`config.mk`:
```
export PLATFORM = sky130hd
export DESIGN_NAME = spi_burst_reader
export DESIGN_NICKNAME = d
export VERILOG_FILES = /design/src/rtl/spi_burst_pkg.sv /design/src/rtl/spi_fifo.sv /design/src/rtl/spi_burst_reader.sv
export SDC_FILE = /design/constraint.sdc
export NUM_CORES = 1
export LEC_CHECK = 0
export BUFFER_PORTS_ARGS = -buffer_cell sky130_fd_sc_hd__buf_2
export CAP_MARGIN = 20
export CORE_MARGIN = 3
export CORE_UTILIZATION = 44
export DETAILED_ROUTE_END_ITERATION = 12
export PLACE_DENSITY_LB_ADDON = 0.05
export SLEW_MARGIN = 25
export SYNTH_ARGS = -nofsm -noshare
export SYNTH_HDL_FRONTEND = slang
export SYNTH_SLANG_ARGS = --single-unit
```
`constraint.sdc`:
```
create_clock -name wb_clk -period 4.8 [get_ports wb_clk]
set_input_delay 0.24 -clock wb_clk [delete_from_list [all_inputs] [get_ports wb_clk]]
set_output_delay 0.24 -clock wb_clk [all_outputs]
set_load 0.1 [all_outputs]
```
`src/rtl/spi_burst_pkg.sv`:
```
// Shared definitions for the SPI flash burst reader: register map, status
// layout, control bit positions and the burst FSM state type.
package spi_burst_pkg;

    localparam logic [1:0] REG_CTRL  = 2'd0;
    localparam logic [1:0] REG_ADDR  = 2'd1;
    localparam logic [1:0] REG_COUNT = 2'd2;
    localparam logic [1:0] REG_DATA  = 2'd3;

    localparam int STAT_BUSY  = 31;
    localparam int STAT_FULL  = 30;
    localparam int STAT_EMPTY = 29;

    localparam int CTRL_TX_ADDR = 8;
    localparam int CTRL_ABORT   = 31;

    typedef enum logic [1:0] {
        IDLE   = 2'd0,
        ISSUE  = 2'd1,
        LAUNCH = 2'd2,
        WAIT   = 2'd3
    } burst_state_e;

    // First flash byte arrives in [31:24]; reversing puts it in [7:0].
    function automatic logic [31:0] byte_swap(input logic [31:0] w);
        return {w[7:0], w[15:8], w[23:16], w[31:24]};
    endfunction

endpackage

```
`src/rtl/spi_fifo.sv`:
```
// Synchronous word FIFO with registered head-of-queue visibility and an
// occupancy count; pushes when full and pops when empty are dropped.
module spi_fifo #(
    parameter int DEPTH = 8,
    parameter int WIDTH = 32
) (
    input  logic                     clk_i,
    input  logic                     rst_ni,
    input  logic                     push_i,
    input  logic [WIDTH-1:0]         data_i,
    input  logic                     pop_i,
    output logic [WIDTH-1:0]         head_o,
    output logic [$clog2(DEPTH):0]   level_o,
    output logic                     full_o,
    output logic                     empty_o
);

    localparam int AW = $clog2(DEPTH);
    localparam int LW = AW + 1;
    localparam logic [LW-1:0] FULL_LEVEL = LW'(DEPTH);

    logic [WIDTH-1:0] mem_q [DEPTH];
    logic [AW-1:0]    wr_ptr_q;
    logic [AW-1:0]    rd_ptr_q;
    logic [LW-1:0]    level_q;
    logic             do_push;
    logic             do_pop;

    assign full_o  = (level_q == FULL_LEVEL);
    assign empty_o = (level_q == '0);
    assign level_o = level_q;
    assign head_o  = mem_q[rd_ptr_q];

    assign do_push = push_i && !full_o;
    assign do_pop  = pop_i && !empty_o;

    always_ff @(posedge clk_i) begin
        if (do_push) begin
            mem_q[wr_ptr_q] <= data_i;
        end
    end

    // Pointers wrap naturally because DEPTH is a power of two.
    always_ff @(posedge clk_i or negedge rst_ni) begin
        if (!rst_ni) begin
            wr_ptr_q <= '0;
            rd_ptr_q <= '0;
            level_q  <= '0;
        end else begin
            if (do_push) begin
                wr_ptr_q <= wr_ptr_q + 1'b1;
            end
            if (do_pop) begin
                rd_ptr_q <= rd_ptr_q + 1'b1;
            end
            case ({do_push, do_pop})
                2'b10:   level_q <= level_q + 1'b1;
                2'b01:   level_q <= level_q - 1'b1;
                default: level_q <= level_q;
            endcase
        end
    end

endmodule

```
`src/rtl/spi_burst_reader.sv`:
```
// CPU-programmed burst engine: issues one 32-bit read per word to spi_tx,
// steps the flash address by 4 and queues returned words for the CPU.
module spi_burst_reader #(
    parameter int DEPTH = 8,
    parameter int CW    = 8,
    parameter bit SWAP  = 1'b0
) (
    input  logic        wb_clk,
    input  logic        wb_rst_n,
    input  logic        cyc,
    input  logic        we,
    input  logic [1:0]  adr,
    input  logic [31:0] wdat,
    output logic [31:0] rdt,
    output logic [7:0]  code,
    output logic [23:0] addr,
    output logic        tx_addr,
    output logic        no_read,
    output logic        req,
    input  logic [31:0] rdata,
    input  logic        ready
);

    import spi_burst_pkg::*;

    localparam int LW = $clog2(DEPTH) + 1;

    burst_state_e  state_q, state_d;
    logic [7:0]    code_q, code_d;
    logic          tx_addr_q, tx_addr_d;
    logic [23:0]   addr_q, addr_d;
    logic [CW-1:0] count_q, count_d;
    logic          abort_q, abort_d;

    logic          wr_strobe;
    logic          ctrl_wr;
    logic          abort_wr;
    logic          abort_req;
    logic          pop;
    logic          push;
    logic [CW-1:0] count_dec;
    logic [31:0]   push_data;
    logic [31:0]   fifo_head;
    logic [LW-1:0] fifo_level;
    logic          fifo_full;
    logic          fifo_empty;
    logic [31:0]   status;
    logic          unused_wdat;

    assign wr_strobe = cyc && we;
    assign ctrl_wr   = wr_strobe && (adr == REG_CTRL);
    assign abort_wr  = ctrl_wr && wdat[CTRL_ABORT];
    assign abort_req = abort_q || abort_wr;
    assign pop       = cyc && !we && (adr == REG_DATA);
    assign count_dec = count_q - CW'(1);
    assign push_data = SWAP ? byte_swap(rdata) : rdata;
    assign unused_wdat = ^wdat[30:24];

    assign code    = code_q;
    assign addr    = addr_q;
    assign tx_addr = tx_addr_q;
    assign no_read = 1'b0;

    spi_fifo #(
        .DEPTH (DEPTH),
        .WIDTH (32)
    ) u_fifo (
        .clk_i   (wb_clk),
        .rst_ni  (wb_rst_n),
        .push_i  (push),
        .data_i  (push_data),
        .pop_i   (pop),
        .head_o  (fifo_head),
        .level_o (fifo_level),
        .full_o  (fifo_full),
        .empty_o (fifo_empty)
    );

    always_ff @(posedge wb_clk or negedge wb_rst_n) begin
        if (!wb_rst_n) begin
            state_q   <= IDLE;
            code_q    <= '0;
            tx_addr_q <= 1'b0;
            addr_q    <= '0;
            count_q   <= '0;
            abort_q   <= 1'b0;
        end else begin
            state_q   <= state_d;
            code_q    <= code_d;
            tx_addr_q <= tx_addr_d;
            addr_q    <= addr_d;
            count_q   <= count_d;
            abort_q   <= abort_d;
        end
    end

    // Address/count are only writable in IDLE, so they double as the
    // live working copies while a burst runs.
    always_comb begin
        state_d   = state_q;
        code_d    = code_q;
        tx_addr_d = tx_addr_q;
        addr_d    = addr_q;
        count_d   = count_q;
        abort_d   = abort_q;
        req       = 1'b0;
        push      = 1'b0;

        case (state_q)
            IDLE: begin
                if (ctrl_wr && !wdat[CTRL_ABORT]) begin
                    code_d    = wdat[7:0];
                    tx_addr_d = wdat[CTRL_TX_ADDR];
                    if (count_q != '0) begin
                        state_d = ISSUE;
                    end
                end
                if (wr_strobe && (adr == REG_ADDR)) begin
                    addr_d = wdat[23:0];
                end
                if (wr_strobe && (adr == REG_COUNT)) begin
                    count_d = wdat[CW-1:0];
                end
            end
            ISSUE: begin
                if (abort_req) begin
                    state_d = IDLE;
                end else if (!fifo_full) begin
                    req     = 1'b1;
                    state_d = LAUNCH;
                end
            end
            LAUNCH: begin
                state_d = WAIT;
            end
            WAIT: begin
                if (ready) begin
                    push    = 1'b1;
                    addr_d  = addr_q + 24'd4;
                    count_d = count_dec;
                    if ((count_dec != '0) && !abort_req) begin
                        state_d = ISSUE;
                    end else begin
                        state_d = IDLE;
                    end
                end
            end
            default: begin
                state_d = IDLE;
            end
        endcase

        if ((state_q != IDLE) && abort_wr) begin
            abort_d = 1'b1;
        end
        if (state_d == IDLE) begin
            abort_d = 1'b0;
        end
    end

    always_comb begin
        status                = '0;
        status[STAT_BUSY]     = (state_q != IDLE);
        status[STAT_FULL]     = fifo_full;
        status[STAT_EMPTY]    = fifo_empty;
        status[LW-1:0]        = fifo_level;

        rdt = '0;
        if (cyc) begin
            case (adr)
                REG_CTRL:  rdt = status;
                REG_ADDR:  rdt = {8'h00, addr_q};
                REG_COUNT: rdt = 32'(count_q);
                default:   rdt = fifo_empty ? 32'h0 : fifo_head;
            endcase
        end
    end

endmodule

```
==> qor.csv <==
stage;metric;value;unit
worst_setup_path;startpoint types;flip-flop;
global_routing;antenna violations before repair;2;
power_and_ir_drop;Static Leak;0.00552;µW
sta;Setup Skew;0.0136;ns
worst_hold_path;Hold Crit Endpoint;u_fifo.mem_q[3][24]$_DFFE_PP_;
global_routing;all-layer global routing usage;20.1;%
sta;Max Clk Rate;292;MHz
route;vias per cell;5.80;
power_and_ir_drop;sw frac;40.3;%
route;DR vias;7947;
power_and_ir_drop;sequential share of power;38.2;%
worst_setup_path;R2R cell count;9;
synthesis;sequential share of the synthesized area;68.8;%
sta;fin. max-slew vios;0;
placed_design;DP Area;14300;µm²
synthesis;FFs w/ async S/R, synth;17.4;%
power_and_ir_drop;combinational share of power;37.2;%
placed_design;post-DP HPWL;19.9;mm
global_routing;first-pass GRT wire length;48.2;mm
layout;fill count;2348;
synthesis;Area contributors post-synth;edfxtp_1, mux4_2, dfrtp_1, mux2i_1, o21ai_0;
layout;Final Cell Area;15700;µm²
worst_setup_path;worst path arrival time;3.18;ns
cts;Clock Sinks;310;
floorplan;die height;179;µm
worst_hold_path;HP Start;rdata[24];
worst_hold_path;Hold Crit Class;input port to flip-flop;
cts;root buf cell;clkbuf_16;
synthesis;post-synthesis cell count;800;
synthesis;distinct cell type count after synthesis;64;
worst_setup_path;CP endpoint kind;output port;
power_and_ir_drop;maximum vdd drop;0.335;mV
run;maxcap violations;0;
cts;htree depth;2;
sta;Slew HR;32.4;%
synthesis;syn_nets;881;
worst_setup_path;flop-to-flop setup slack;1.81;ns
cts;Worst-path clk slew;0.06;ns
route;residual DRC count;0;
power_and_ir_drop;PD cells;635;nW/µm²
route;final WL;31.7;mm
layout;share of cells above drive strength 1;29.3;%
layout;area growth from synthesis to layout;19.2;%
worst_setup_path;Reg-to-Reg Start;state_q[1]$_DFF_PN0_;
sta;RSZ-0062 raised after global routing;no;
cts;Max clock buf depth;3;
sta;# setup viols final;0;
worst_setup_path;reg-to-reg critical path endpoint;u_fifo.level_o[3]$_DFFE_PN0P_;
worst_setup_path;crit path kind;flip-flop to output port;
global_routing;vias in the first global route;8167;
synthesis;Synth Flop Type;edfxtp_1;
layout;area occupied by registers;9040;µm²
placed_design;PortBufs;129;
power_and_ir_drop;Pint;5930;µW
global_routing;largest net degree at the start of global routing;67;
route;Detail Route Antenna Nets;0;
worst_hold_path;cell depth of the worst hold path;1;
route;drt initial violations;583;
sta;WHS;0.0211;ns
route;DR pass1 iterations;5;
synthesis;Synth area leader;edfxtp_1;
synthesis;Synth top area share;58.5;%
placed_design;dpl cells;1281;
floorplan;Die Area;32000;µm²
placed_design;Final GP Congestion;0.863;
sta;min Tclk post-route;3.42;ns
cts;Setup Fix Bufs, Post-CTS;0;
layout;Post-Layout Cell Count;1370;
synthesis;mapped cell area;13100;µm²
sta;Tightest Pin Transition;1.01;ns
floorplan;Die Width;179;µm
power_and_ir_drop;sw power;4010;µW
power_and_ir_drop;Clock power frac;24.6;%
synthesis;post-synthesis sequential element count;310;
sta;fin crit share;71.3;%
synthesis;synth warn;0;
global_routing;Congestion Overflow GR;0;
floorplan;FP Rows;62;
worst_setup_path;Setup crit start;u_fifo.rd_ptr_q[0]$_DFFE_PN0P_;
status;status;completed;
route;detail-routed net length per standard cell;23.1;µm
floorplan;Initial Util;45.1;%
layout;Nets;1048;
sta;setup TNS;0;ns
cts;Num CTS Buffers;35;
synthesis;Mean Syn Cell Area;16.4;µm²
cts;worst skew pair latency;0.50;ns
worst_setup_path;Worst Path Required;4.56;ns
worst_setup_path;CP Max Fanout;36;
floorplan;core area;29100;µm²
cts;CTS tree;built;
floorplan;I/O pin total;138;
layout;# diodes;0;
layout;multi-input logic area;3890;µm²
sta;Hold Violations, Final;0;
synthesis;number of synthesized flops with an enable pin;256;
-- how the worst max path moves through the flow --
stage | to | cells past startpoint
after floorplan | u_fifo.mem_q[0][0]$_DFFE_PP_ | 5
after global placement | rdt[1] | 5
after detailed placement | u_fifo.mem_q[7][18]$_DFFE_PP_ | 5
after CTS | rdt[1] | 5
after global routing | rdt[1] | 5
final | rdt[1] | 5
-- Yosys cell counts, types with 5 or more instances --
| master | instances |
|---|---|
| nor4_1 | 7 |
| nor2_1 | 40 |
| nand4_1 | 6 |
| o22ai_1 | 6 |
| nor3_1 | 10 |
| inv_1 | 10 |
| a31oi_1 | 8 |
| xnor2_1 | 5 |
| nand2_1 | 52 |
| buf_2 | 14 |
| dfrtp_1 | 54 |
| mux2_2 | 12 |
| o21ai_0 | 45 |
| o2bb2ai_1 | 5 |
| clkbuf_1 | 32 |
| and3_1 | 6 |
| mux4_2 | 64 |
| nand3_1 | 13 |
| o32ai_1 | 5 |
| a21oi_1 | 22 |
| mux2i_1 | 38 |
| edfxtp_1 | 256 |
| o22a_1 | 6 |
| and4_1 | 6 |
| ha_1 | 9 |
-- stage by stage --
stage	worst slack (ns)	power, µW	utilization [%]
6_report	1.38	9950	53.8
5_1_grt	1.17	10400	53.8
4_1_cts	1.28	10000	53.8
3_5_place_dp	1.78	7560	49.1
3_3_place_gp	1.84	7500	49.1
2_1_floorplan	0.0247	6640	-
-- placed cells by master (no fill, tap or decap), drive strengths merged, types with 3 or more instances in the layout --
| cell type | synthesis | layout |
|---|---|---|
| o22a | 7 | 7 |
| mux2 | 12 | 12 |
| o22ai | 6 | 6 |
| and3 | 6 | 6 |
| nand2b | 3 | 3 |
| or4 | 3 | 3 |
| xnor2 | 5 | 5 |
| o21ai | 45 | 45 |
| a211oi | 4 | 4 |
| clkbuf | 34 | 47 |
| dfrtp | 54 | 54 |
| nand4 | 6 | 6 |
| buf | 20 | 151 |
| and4 | 6 | 6 |
| mux4 | 64 | 64 |
| clkinv | 0 | 6 |
| nor4b | 3 | 3 |
| a21oi | 22 | 22 |
| nor2 | 40 | 40 |
| o32ai | 5 | 5 |
| a31oi | 8 | 8 |
| nand3 | 13 | 13 |
| nor3 | 10 | 10 |
| nand2 | 52 | 52 |
| mux2i | 38 | 38 |
| inv | 10 | 11 |
| ha | 9 | 9 |
| o2bb2ai | 5 | 5 |
| o31ai | 4 | 4 |
| a22o | 4 | 4 |
| xor2 | 3 | 3 |
| nor3b | 3 | 3 |
| nor4 | 7 | 7 |
| edfxtp | 256 | 256 |
| dlygate4sd3 | 0 | 33 |
-- registers in the layout, summed over array words and instances, names as in the netlist, 2 cells and up --
signal           count
code                 8
u_fifo.rd_ptr_q      3
u_fifo.wr_ptr_q      3
addr                24
state_q              2
u_fifo.mem_q       256
u_fifo.level_o       4
count_q              8
-- cell families after synthesis --
kind of cell / synth area share [%]
flip-flops: 68.8
AND/OR/NAND/NOR: 5.87
AO/OA/AOI/OAI: 6.76
multiplexers: 14.9
buffers and inverters: 2.07
adder cells (fa/ha/maj): 1.01
XOR/XNOR: 0.534
other: 0.0286
-- metal layers --
| layer | routed length, µm | vias up | global-route usage, % |
|---|---|---|---|
| li1 | - | 3529 | - |
| met1 | 13800 | 4135 | 27.9 |
| met2 | 15600 | 239 | 33.3 |
| met3 | 1680 | 44 | 3.52 |
| met4 | 572 | 0 | 4.68 |
| met5 | 0 | - | 0 |
-- power groups by stage --
stage / combinational [µW] / sequential [µW] / clock (µW)
floorplan: 2240 / 4400 / 0
global placement: 3670 / 3820 / 0
detailed placement: 3710 / 3850 / 0
CTS: 3740 / 3800 / 2510
global route: 3930 / 3860 / 2630
finish: 3710 / 3800 / 2440
-- cell type report --
| type | instances | area share [%] |
|---|---|---|
| multi-input cells | 426 | 24.9 |
| clock inverters | 9 | 0.599 |
| well taps | 384 | 3.07 |
| inverters | 10 | 0.240 |
| flip-flops and latches | 310 | 57.8 |
| repair buffers | 184 | 7.45 |
| clock buffers | 47 | 6.02 |
-- critical path: stages (launching register included) --
cell     delay (ns)
dfrtp_4        0.85
buf_12         0.38
mux4_2         0.54
mux2i_1        0.36
o21ai_0        0.19
buf_2          0.34
-- timing repair --
action                                 4_1_cts  5_1_grt
endpoints found under the hold margin      239        0
hold buffers                                33        0
gates resized for setup                      0        0
Note: power is estimated with default switching activity, not from simulation.
